### src/rtl/log2_stream_pkg.sv
// Shared widths, pipeline stage record and fraction-LUT generator for log2_stream.
package log2_stream_pkg;

    localparam int DIN_W    = 24;
    localparam int FRAC_IN  = 8;
    localparam int LUT_AW   = 6;
    localparam int FRAC_OUT = 8;
    localparam int IW       = 4;
    localparam int TAG_W    = 3;

    function automatic int calc_int_w(input int din_w, input int frac_in);
        return $clog2(din_w - frac_in);
    endfunction

    localparam int INT_W  = calc_int_w(DIN_W, FRAC_IN);
    localparam int DOUT_W = INT_W + FRAC_OUT;
    localparam int LUT_N  = 1 << LUT_AW;

    // round(log2(1 + idx/LUT_N) * 2^FRAC_OUT), clipped so it always fits FRAC_OUT bits
    function automatic int lut_entry(input int idx);
        real x;
        real v;
        int  r;
        x = 1.0 + real'(idx) / real'(LUT_N);
        v = $ln(x) / $ln(2.0) * real'(1 << FRAC_OUT);
        r = $rtoi(v + 0.5);
        if (r > (1 << FRAC_OUT) - 1) r = (1 << FRAC_OUT) - 1;
        return r;
    endfunction

    typedef struct packed {
        logic              valid;
        logic [DIN_W-1:0]  data;
        logic [INT_W-1:0]  e;
        logic [LUT_AW-1:0] addr;
        logic [IW-1:0]     w;
        logic [TAG_W-1:0]  tag;
        logic              uf;
    } stage_t;

endpackage

### src/rtl/log2_stream_if.sv
// Valid/ready stream bundle for log2_stream: magnitude plus tag in, log2 code plus tag out.
interface log2_stream_if;
    import log2_stream_pkg::*;

    logic              in_valid;
    logic              in_ready;
    logic [DIN_W-1:0]  in_data;
    logic [TAG_W-1:0]  in_tag;
    logic              out_valid;
    logic              out_ready;
    logic [DOUT_W-1:0] out_data;
    logic [TAG_W-1:0]  out_tag;
    logic              out_uf;

    modport slave (
        input  in_valid, in_data, in_tag, out_ready,
        output in_ready, out_valid, out_data, out_tag, out_uf
    );

    modport master (
        output in_valid, in_data, in_tag, out_ready,
        input  in_ready, out_valid, out_data, out_tag, out_uf
    );

endinterface

### src/rtl/log2_stream_penc.sv
// Combinational leading-one encoder: position of the highest set bit, plus an any-set flag.
module log2_stream_penc #(
    parameter int IN_W  = 16,
    parameter int OUT_W = 4
) (
    input  logic [IN_W-1:0]  din,
    output logic [OUT_W-1:0] pos,
    output logic             any
);

    // Ascending scan: the last hit is the highest set bit.
    always_comb begin
        pos = '0;
        for (int i = 0; i < IN_W; i++) begin
            if (din[i]) pos = OUT_W'(i);
        end
    end

    assign any = |din;

endmodule

### src/rtl/log2_stream.sv
// Pipelined log2 with one global stall enable. Define LOG2_STREAM_INTERP_EN to add
// a fourth stage that linearly interpolates between adjacent LUT entries.
module log2_stream
    import log2_stream_pkg::*;
(
    input  logic         clk,
    input  logic         reset_n,
    log2_stream_if.slave bus
);

    localparam int SH_W    = $clog2(DIN_W);
    localparam int TOP_INT = DIN_W - 1 - FRAC_IN;

    stage_t              s1_reg;
    stage_t              s2_reg;
    logic                out_valid_reg;
    logic [DOUT_W-1:0]   out_data_reg;
    logic [TAG_W-1:0]    out_tag_reg;
    logic                out_uf_reg;
    logic                adv;
    logic [INT_W-1:0]    e_in;
    logic                any_in;
    logic [SH_W-1:0]     sh;
    logic [DIN_W-1:0]    shifted;
    logic [FRAC_OUT-1:0] lut [LUT_N];

    assign adv          = !out_valid_reg || bus.out_ready;
    assign bus.in_ready = adv;

    assign bus.out_valid = out_valid_reg;
    assign bus.out_data  = out_data_reg;
    assign bus.out_tag   = out_tag_reg;
    assign bus.out_uf    = out_uf_reg;

    log2_stream_penc #(
        .IN_W  (DIN_W - FRAC_IN),
        .OUT_W (INT_W)
    ) u_penc (
        .din (bus.in_data[DIN_W-1:FRAC_IN]),
        .pos (e_in),
        .any (any_in)
    );

    for (genvar gi = 0; gi < LUT_N; gi++) begin : g_lut
        assign lut[gi] = FRAC_OUT'(lut_entry(gi));
    end

    // Normalise so the leading one sits at the MSB; vacated low bits fill with zero.
    assign sh      = SH_W'(TOP_INT) - SH_W'(s1_reg.e);
    assign shifted = s1_reg.data << sh;

    always_ff @(posedge clk or negedge reset_n) begin
        if (!reset_n) begin
            s1_reg <= '0;
            s2_reg <= '0;
        end else if (adv) begin
            s1_reg.valid <= bus.in_valid;
            s1_reg.data  <= bus.in_data;
            s1_reg.e     <= e_in;
            s1_reg.addr  <= '0;
            s1_reg.w     <= '0;
            s1_reg.tag   <= bus.in_tag;
            s1_reg.uf    <= !any_in;
            s2_reg       <= s1_reg;
            s2_reg.addr  <= shifted[DIN_W-2 -: LUT_AW];
            s2_reg.w     <= shifted[DIN_W-2-LUT_AW -: IW];
        end
    end

`ifdef LOG2_STREAM_INTERP_EN
    localparam logic [FRAC_OUT:0] FULL_SCALE = {1'b1, {FRAC_OUT{1'b0}}};

    stage_t               s3_reg;
    logic [FRAC_OUT:0]    lo_reg;
    logic [FRAC_OUT:0]    hi_reg;
    logic [FRAC_OUT:0]    diff;
    logic [FRAC_OUT+IW:0] prod;
    logic [FRAC_OUT:0]    step;
    logic [FRAC_OUT+1:0]  sum;
    logic [FRAC_OUT-1:0]  frac;
    logic                 unused_bits;

    assign diff = hi_reg - lo_reg;
    assign prod = {{IW{1'b0}}, diff} * {{(FRAC_OUT+1){1'b0}}, s3_reg.w};
    assign step = prod[FRAC_OUT+IW:IW];
    assign sum  = {1'b0, lo_reg} + {1'b0, step};
    assign frac = (|sum[FRAC_OUT+1:FRAC_OUT]) ? '1 : sum[FRAC_OUT-1:0];

    always_ff @(posedge clk or negedge reset_n) begin
        if (!reset_n) begin
            s3_reg        <= '0;
            lo_reg        <= '0;
            hi_reg        <= '0;
            out_valid_reg <= 1'b0;
            out_data_reg  <= '0;
            out_tag_reg   <= '0;
            out_uf_reg    <= 1'b0;
        end else if (adv) begin
            s3_reg <= s2_reg;
            lo_reg <= {1'b0, lut[s2_reg.addr]};
            // The entry past the table end is exactly 1.0 in output fraction units.
            hi_reg <= (s2_reg.addr == '1) ? FULL_SCALE
                                          : {1'b0, lut[s2_reg.addr + LUT_AW'(1)]};
            out_valid_reg <= s3_reg.valid;
            out_tag_reg   <= s3_reg.tag;
            out_uf_reg    <= s3_reg.uf;
            out_data_reg  <= s3_reg.uf ? '0 : {s3_reg.e, frac};
        end
    end

    assign unused_bits = ^{s3_reg.data, s3_reg.addr, prod[IW-1:0],
                           shifted[DIN_W-1], shifted[DIN_W-2-LUT_AW-IW:0]};
`else
    logic unused_bits;

    always_ff @(posedge clk or negedge reset_n) begin
        if (!reset_n) begin
            out_valid_reg <= 1'b0;
            out_data_reg  <= '0;
            out_tag_reg   <= '0;
            out_uf_reg    <= 1'b0;
        end else if (adv) begin
            out_valid_reg <= s2_reg.valid;
            out_tag_reg   <= s2_reg.tag;
            out_uf_reg    <= s2_reg.uf;
            out_data_reg  <= s2_reg.uf ? '0 : {s2_reg.e, lut[s2_reg.addr]};
        end
    end

    assign unused_bits = ^{s2_reg.data, s2_reg.w,
                           shifted[DIN_W-1], shifted[DIN_W-2-LUT_AW-IW:0]};
`endif

endmodule
### src/flat_wrapper.sv
// flat-port wrapper written by rule: the top's interface ports become plain ports
module log2_stream_flat import log2_stream_pkg::*;
  (clk, reset_n, bus_in_valid, bus_in_data, bus_in_tag, bus_out_ready, bus_in_ready, bus_out_valid, bus_out_data, bus_out_tag, bus_out_uf);
  log2_stream_if bus_i ();
  input  logic clk;
  input  logic reset_n;
  input wire logic [$bits(bus_i.in_valid)-1:0] bus_in_valid;
  input wire logic [$bits(bus_i.in_data)-1:0] bus_in_data;
  input wire logic [$bits(bus_i.in_tag)-1:0] bus_in_tag;
  input wire logic [$bits(bus_i.out_ready)-1:0] bus_out_ready;
  output wire logic [$bits(bus_i.in_ready)-1:0] bus_in_ready;
  output wire logic [$bits(bus_i.out_valid)-1:0] bus_out_valid;
  output wire logic [$bits(bus_i.out_data)-1:0] bus_out_data;
  output wire logic [$bits(bus_i.out_tag)-1:0] bus_out_tag;
  output wire logic [$bits(bus_i.out_uf)-1:0] bus_out_uf;
  assign bus_i.in_valid = bus_in_valid;
  assign bus_i.in_data = bus_in_data;
  assign bus_i.in_tag = bus_in_tag;
  assign bus_i.out_ready = bus_out_ready;
  assign bus_in_ready = bus_i.in_ready;
  assign bus_out_valid = bus_i.out_valid;
  assign bus_out_data = bus_i.out_data;
  assign bus_out_tag = bus_i.out_tag;
  assign bus_out_uf = bus_i.out_uf;
  log2_stream u_core (.clk(clk), .reset_n(reset_n), .bus(bus_i));
endmodule
### config.mk
export PLATFORM = sky130hd
export DESIGN_NAME = log2_stream_flat
export DESIGN_NICKNAME = d
export VERILOG_FILES = /design/src/rtl/log2_stream_pkg.sv /design/src/rtl/log2_stream_if.sv /design/src/rtl/log2_stream_penc.sv /design/src/rtl/log2_stream.sv /design/src/flat_wrapper.sv
export SDC_FILE = /design/constraint.sdc
export NUM_CORES = 1
export LEC_CHECK = 0
export ABC_AREA = 1
export CORE_MARGIN = 1.5
export CORE_UTILIZATION = 45
export DETAILED_ROUTE_END_ITERATION = 16
export GPL_ROUTABILITY_DRIVEN = 1
export PLACE_DENSITY = 0.68
export SLEW_MARGIN = 40
export SYNTH_ARGS = -nofsm -noshare
export SYNTH_HDL_FRONTEND = slang
export SYNTH_SLANG_ARGS = --single-unit
### constraint.sdc
create_clock -name clk -period 2.6 [get_ports clk]
set_input_delay 0.26 -clock clk [delete_from_list [all_inputs] [get_ports clk]]
set_output_delay 0.26 -clock clk [all_outputs]
set_load 0.03 [all_outputs]
Word-level counts from Yosys, hierarchy flattened
Memories as Yosys holds them, arrays and structs flattened.
Cells that the tools add are included.
Word-level totals
  register bits after elaboration: 65
  ROM bits: 512
  input bits: 31
  logic and storage cells: 41
  memories: 1
Cells by class
  $add $sub $neg: 1
  $lt $le $gt $ge: 1
  shift-type cells: 1
  muxes and demuxes: 18
  bitwise operators: 1
  reductions and logical operators: 4
Memories
  (no name shown): depth 64, width 8, rd ports 1, clocked after memory_dff 0, wr ports 0, RTL line log2_stream.sv:126  | out_data_reg <= s2_reg.uf ? '0 : {s2_reg.e, lut[s2_reg.addr]};
Operator list (number)
  $mux W4: 14
  $shl A24 B5 Y23: 1
  $mux W8: 2
  $reduce_or A16 Y1: 1
  $mux W12: 1
  $ge A7 B7 Y1 const B: 1
  $not A6 Y7: 1
  $sub A4 B4 Y5 const A: 1
  $logic_not A1 Y1: 2
  $logic_or A1 B1 Y1: 1
  $mux W1: 1

Depth between registers and ports, before layout
  word-level depth: 15
  gate-level depth with buffers: 15
  mapped depth without buffers: 15

Cells and area by module
A second synthesis with hierarchy kept.
Unflattened totals
  cell total of the unflattened synthesis: 556
  area total of the unflattened synthesis: 3823.7 µm²
By module, submodules not included
  log2_stream: times used 1, cells each 508, area an instance 3632.2 µm², sequential area each 1551.5 µm²
  log2_stream_penc: times used 1, cells each 48, area an instance 191.4 µm², sequential area each 0.0 µm²

Least setup slack after synthesis
Ideal clock, no wire load.
  path kind: reg-to-reg
  from: reg u_core.s2_reg[9] (netlist bit)
  to: reg u_core.out_data_reg[3], in the netlist u_core.bus.out_data[3]
  arrival: 1465 ps
  path slack: 1014 ps
  cell stages (with the launch flop): 9
  path buffers: 0
  period minus slack after synthesis: 1586 ps
  cell sequence: dfrtp_1 > inv_1 > ha_1 > nor2_1 > nor2_1 > o21ai_0 > nand3_1 > nand2_1 > a32o_1
On the way
  longest elaborated chain between the ends: 5
Ends and longest elaborated chain
  start: declaration: RTL line log2_stream.sv:15  | stage_t s2_reg;
  start signal: assignment: RTL line log2_stream.sv:64  | s2_reg <= s1_reg;
  $not A6 Y7 (not written as such): RTL line log2_stream.sv:126
  $mem_v2 Z64 W8
  $mux W8 (not written as such) (2 in series): RTL line log2_stream.sv:126
  $mux W12: RTL line log2_stream.sv:126
  end signal: assignment: RTL line log2_stream.sv:126
  end: declaration: RTL line log2_stream.sv:17  | logic [DOUT_W-1:0] out_data_reg;
No other way between the ends. The select of a mux whose other input is x is not followed.
A chain may end at the register's enable or synchronous reset.

Worst setup path after layout
Same ends and word-level chain as after synthesis.

==> results.py <==
metrics = {
    "power_and_ir_drop": {
        "power_mw": 4.732,
        "power.density_nw_per_um2": 1110,
        "worst_ir_drop_vdd_uv": 577.2,
        "p_leak_nw": 2.002,
    },
    "die": {
        "dieWidth_um": 91.90,
        "die_y_um": 91.90,
        "initial_core_util": 0.4626,
        "io_pins": 49,
        "die_area_sq_um": 8445,
        "rows": 32,
        "core_sq_um": 7687,
    },
    "sta": {
        "tightestPinTransition_ps": 611.9,
        "setup_violations": 0,
        "finClkSkew_ps": 9.886,
        "drv_slew": 0,
        "post-route-min-period_ps": 1918,
        "worst_hold_slack_ps": -25.64,
        "tns_ps": 0,
        "grt_setup_unrepaired": "no",
        "finalWorstSetupSlack_ps": 682.1,
        "final_hold_viol_count": 41,
        "maxSlewHeadroom": 0.5916,
        "fin_crit_sh": 0.7377,
        "fmax_ghz": 0.5214,
    },
    "clock_tree": {
        "clkSlewWorstSetupHoldPaths_ps": 70,
        "cts.sinks": 62,
        "cts_setup_buffers": 0,
        "post_cts_resize_count": 0,
        "cts_buffers": 9,
        "cts.path.max_buffers": 2,
        "ctsRootBufferMaster": "clkbuf_8",
        "htree_levels": 3,
        "cts_hold_buffers": 0,
        "clk_latency_ps": 340,
        "cts_tree": "yes",
    },
    "setup_path": {
        "r2r-start": "u_core.s2_reg[9]$_DFFE_PN0P_",
        "crit_type": "register to register",
        "cp_max_fo": 10,
        "crit_required_ps": 2830,
        "startpoint": "u_core.s2_reg[9]$_DFFE_PN0P_",
        "end_kind": "register",
        "start_kind": "register",
        "arrival_ps": 2140,
    },
    "grt": {
        "grt_pass1_vias": 2970,
        "antenna_found_initial": 0,
        "grt.total_usage": 0.1982,
        "grt-ovfl-total": 0,
        "grt_max_degree": 63,
        "grt_pass1_wl_mm": 13.37,
    },
    "run": {
        "maxCapViolations": 0,
    },
    "logic_synthesis": {
        "synth.avg_cell_area_sq_um": 7.486,
        "syn_inst": 475,
        "synthDistinctLibCells": 30,
        "ys.warnings.count": 0,
        "synth_area_leader_cell": "dfrtp_1",
        "synth_area_leaders": "dfrtp_1 (44%), nand2_1 (14%), o21ai_0 (9.7%), inv_1 (5.1%), nor2_1 (3.5%)",
        "ys_seq_elements": 62,
        "ys_seq_area_frac": 0.4363,
        "syn_area_sq_um": 3556,
        "yosys.area.top_type_share": 0.4363,
        "syn_nets": 514,
    },
    "finish": {
        "fillerInstances": 753,
        "drive_gt1_frac": 0.05447,
        "area_delta_synth_final_pct": 19.92,
        "antenna_cells": 0,
        "largest_reg_flops": 30,
        "fin_area_sq_um": 4264,
        "nets": 548,
        "stdcell_count": 616,
        "mostFrequentLayoutCell": "nand2_1",
        "final_cell_mix": "nand2_1 (137), o21ai_0 (69), dfrtp_1 (62)",
        "fin_util": 0.5547,
    },
    "detailed_routing": {
        "route.detailed.drc": 0,
        "first_pass_iters": 4,
        "route.vias.total": 3201,
        "routedWlPerCell_um": 12.42,
        "viasPerCell": 5.196,
        "wl_mm": 7.649,
        "drt_iter0_markers": 192,
        "postRouteAntennaNets": 0,
    },
    "status": {
        "status": "finished with violations",
        "violations": "hold timing",
    },
    "placement": {
        "dp_cells": 600,
        "post_dp_cell_area_sq_um": 4039,
        "pre_cts_ws_ps": 599.4,
        "hpwl_mm": 5.494,
        "globalplace.congestion": 0.8842,
        "numPortBuffers": 46,
    },
    "worst_hold_path": {
        "hp-class": "primary input to async pin",
    },
}
[critical path, cell delays in order (launching register included)]
cell	delay [ps]
dfrtp_1	550
inv_1	200
ha_1	370
nor2_1	60
nor2_1	120
o21ai_0	100
nand3_1	90
nand2_1	60
a32o_1	250
[logic make-up after synthesis]
family          Yosys count  share of synthesized area
buf+inv                  77                    0.09360
mux                       4                    0.01126
simple gates            194                     0.2153
xor+xnor                  2                   0.004927
flops                    62                     0.4363
fa+ha+maj                 8                    0.02815
compound gates          128                     0.2104
[layout make-up]
cell class,count,area [sq um],area share
multi-input cells,336,1682,0.3944
clock buffers,10,137.6,0.03228
flip-flops and latches,62,1551,0.3639
clock inverters,6,83.83,0.01966
inverters,48,180.2,0.04225
well taps,102,127.6,0.02993
repair buffers,52,501.7,0.1177
[path summary, 6_finish.rpt]
kind                                                 endpoint  slack, ps  depth (start not counted)
min in group clk                 u_core.s1_reg[2]$_DFFE_PN0P_        460                          3
min                             u_core.s1_reg[34]$_DFFE_PN0P_        -30                          2
max                        u_core.bus.out_data[3]$_DFFE_PN0P_        680                          8
min reg2reg                  u_core.bus.out_valid$_DFFE_PN0P_        470                          1
max reg2reg                u_core.bus.out_data[3]$_DFFE_PN0P_        680                          8
max in group asynchronous       u_core.s1_reg[24]$_DFFE_PN0P_       2240                          2
[routing by layer]
| metal | vias to the layer above | GRT usage | wire (um) |
|---|---|---|---|
| met3 | 14 | 0.03731 | 304 |
| met2 | 76 | 0.3278 | 3610 |
| li1 | 1634 | - | - |
| met5 | - | 0 | 0 |
| met4 | 0 | 0.08333 | 137 |
| met1 | 1477 | 0.2539 | 3598 |
[cells in the mapped netlist (all sizes together)]
cell and instances:
dfrtp 62, a21oi 14, clkbuf 13, nand2 137
a22oi 4, nand3 20, a221oi 1, a32o 2
mux2i 4, nor2 34, or2 1, o311ai 1
inv 48, a31oi 2, nor3 2, o22ai 1
ha 8, xnor2 1, o211ai 16, a22o 3
buf 16, xor2 1, o221ai 4, a21o 1
o21ai 77, a32oi 2
[power by group]
group	internal [mW]	total, mW	leakage (nW)	switching (mW)
Sequential	1.28	1.60	0.731	0.319
Combinational	0.853	2.19	1.15	1.34
Clock	0.564	0.937	0.116	0.373
Total	2.70	4.73	2.00	2.03
(Power assumes the default switching activity.)
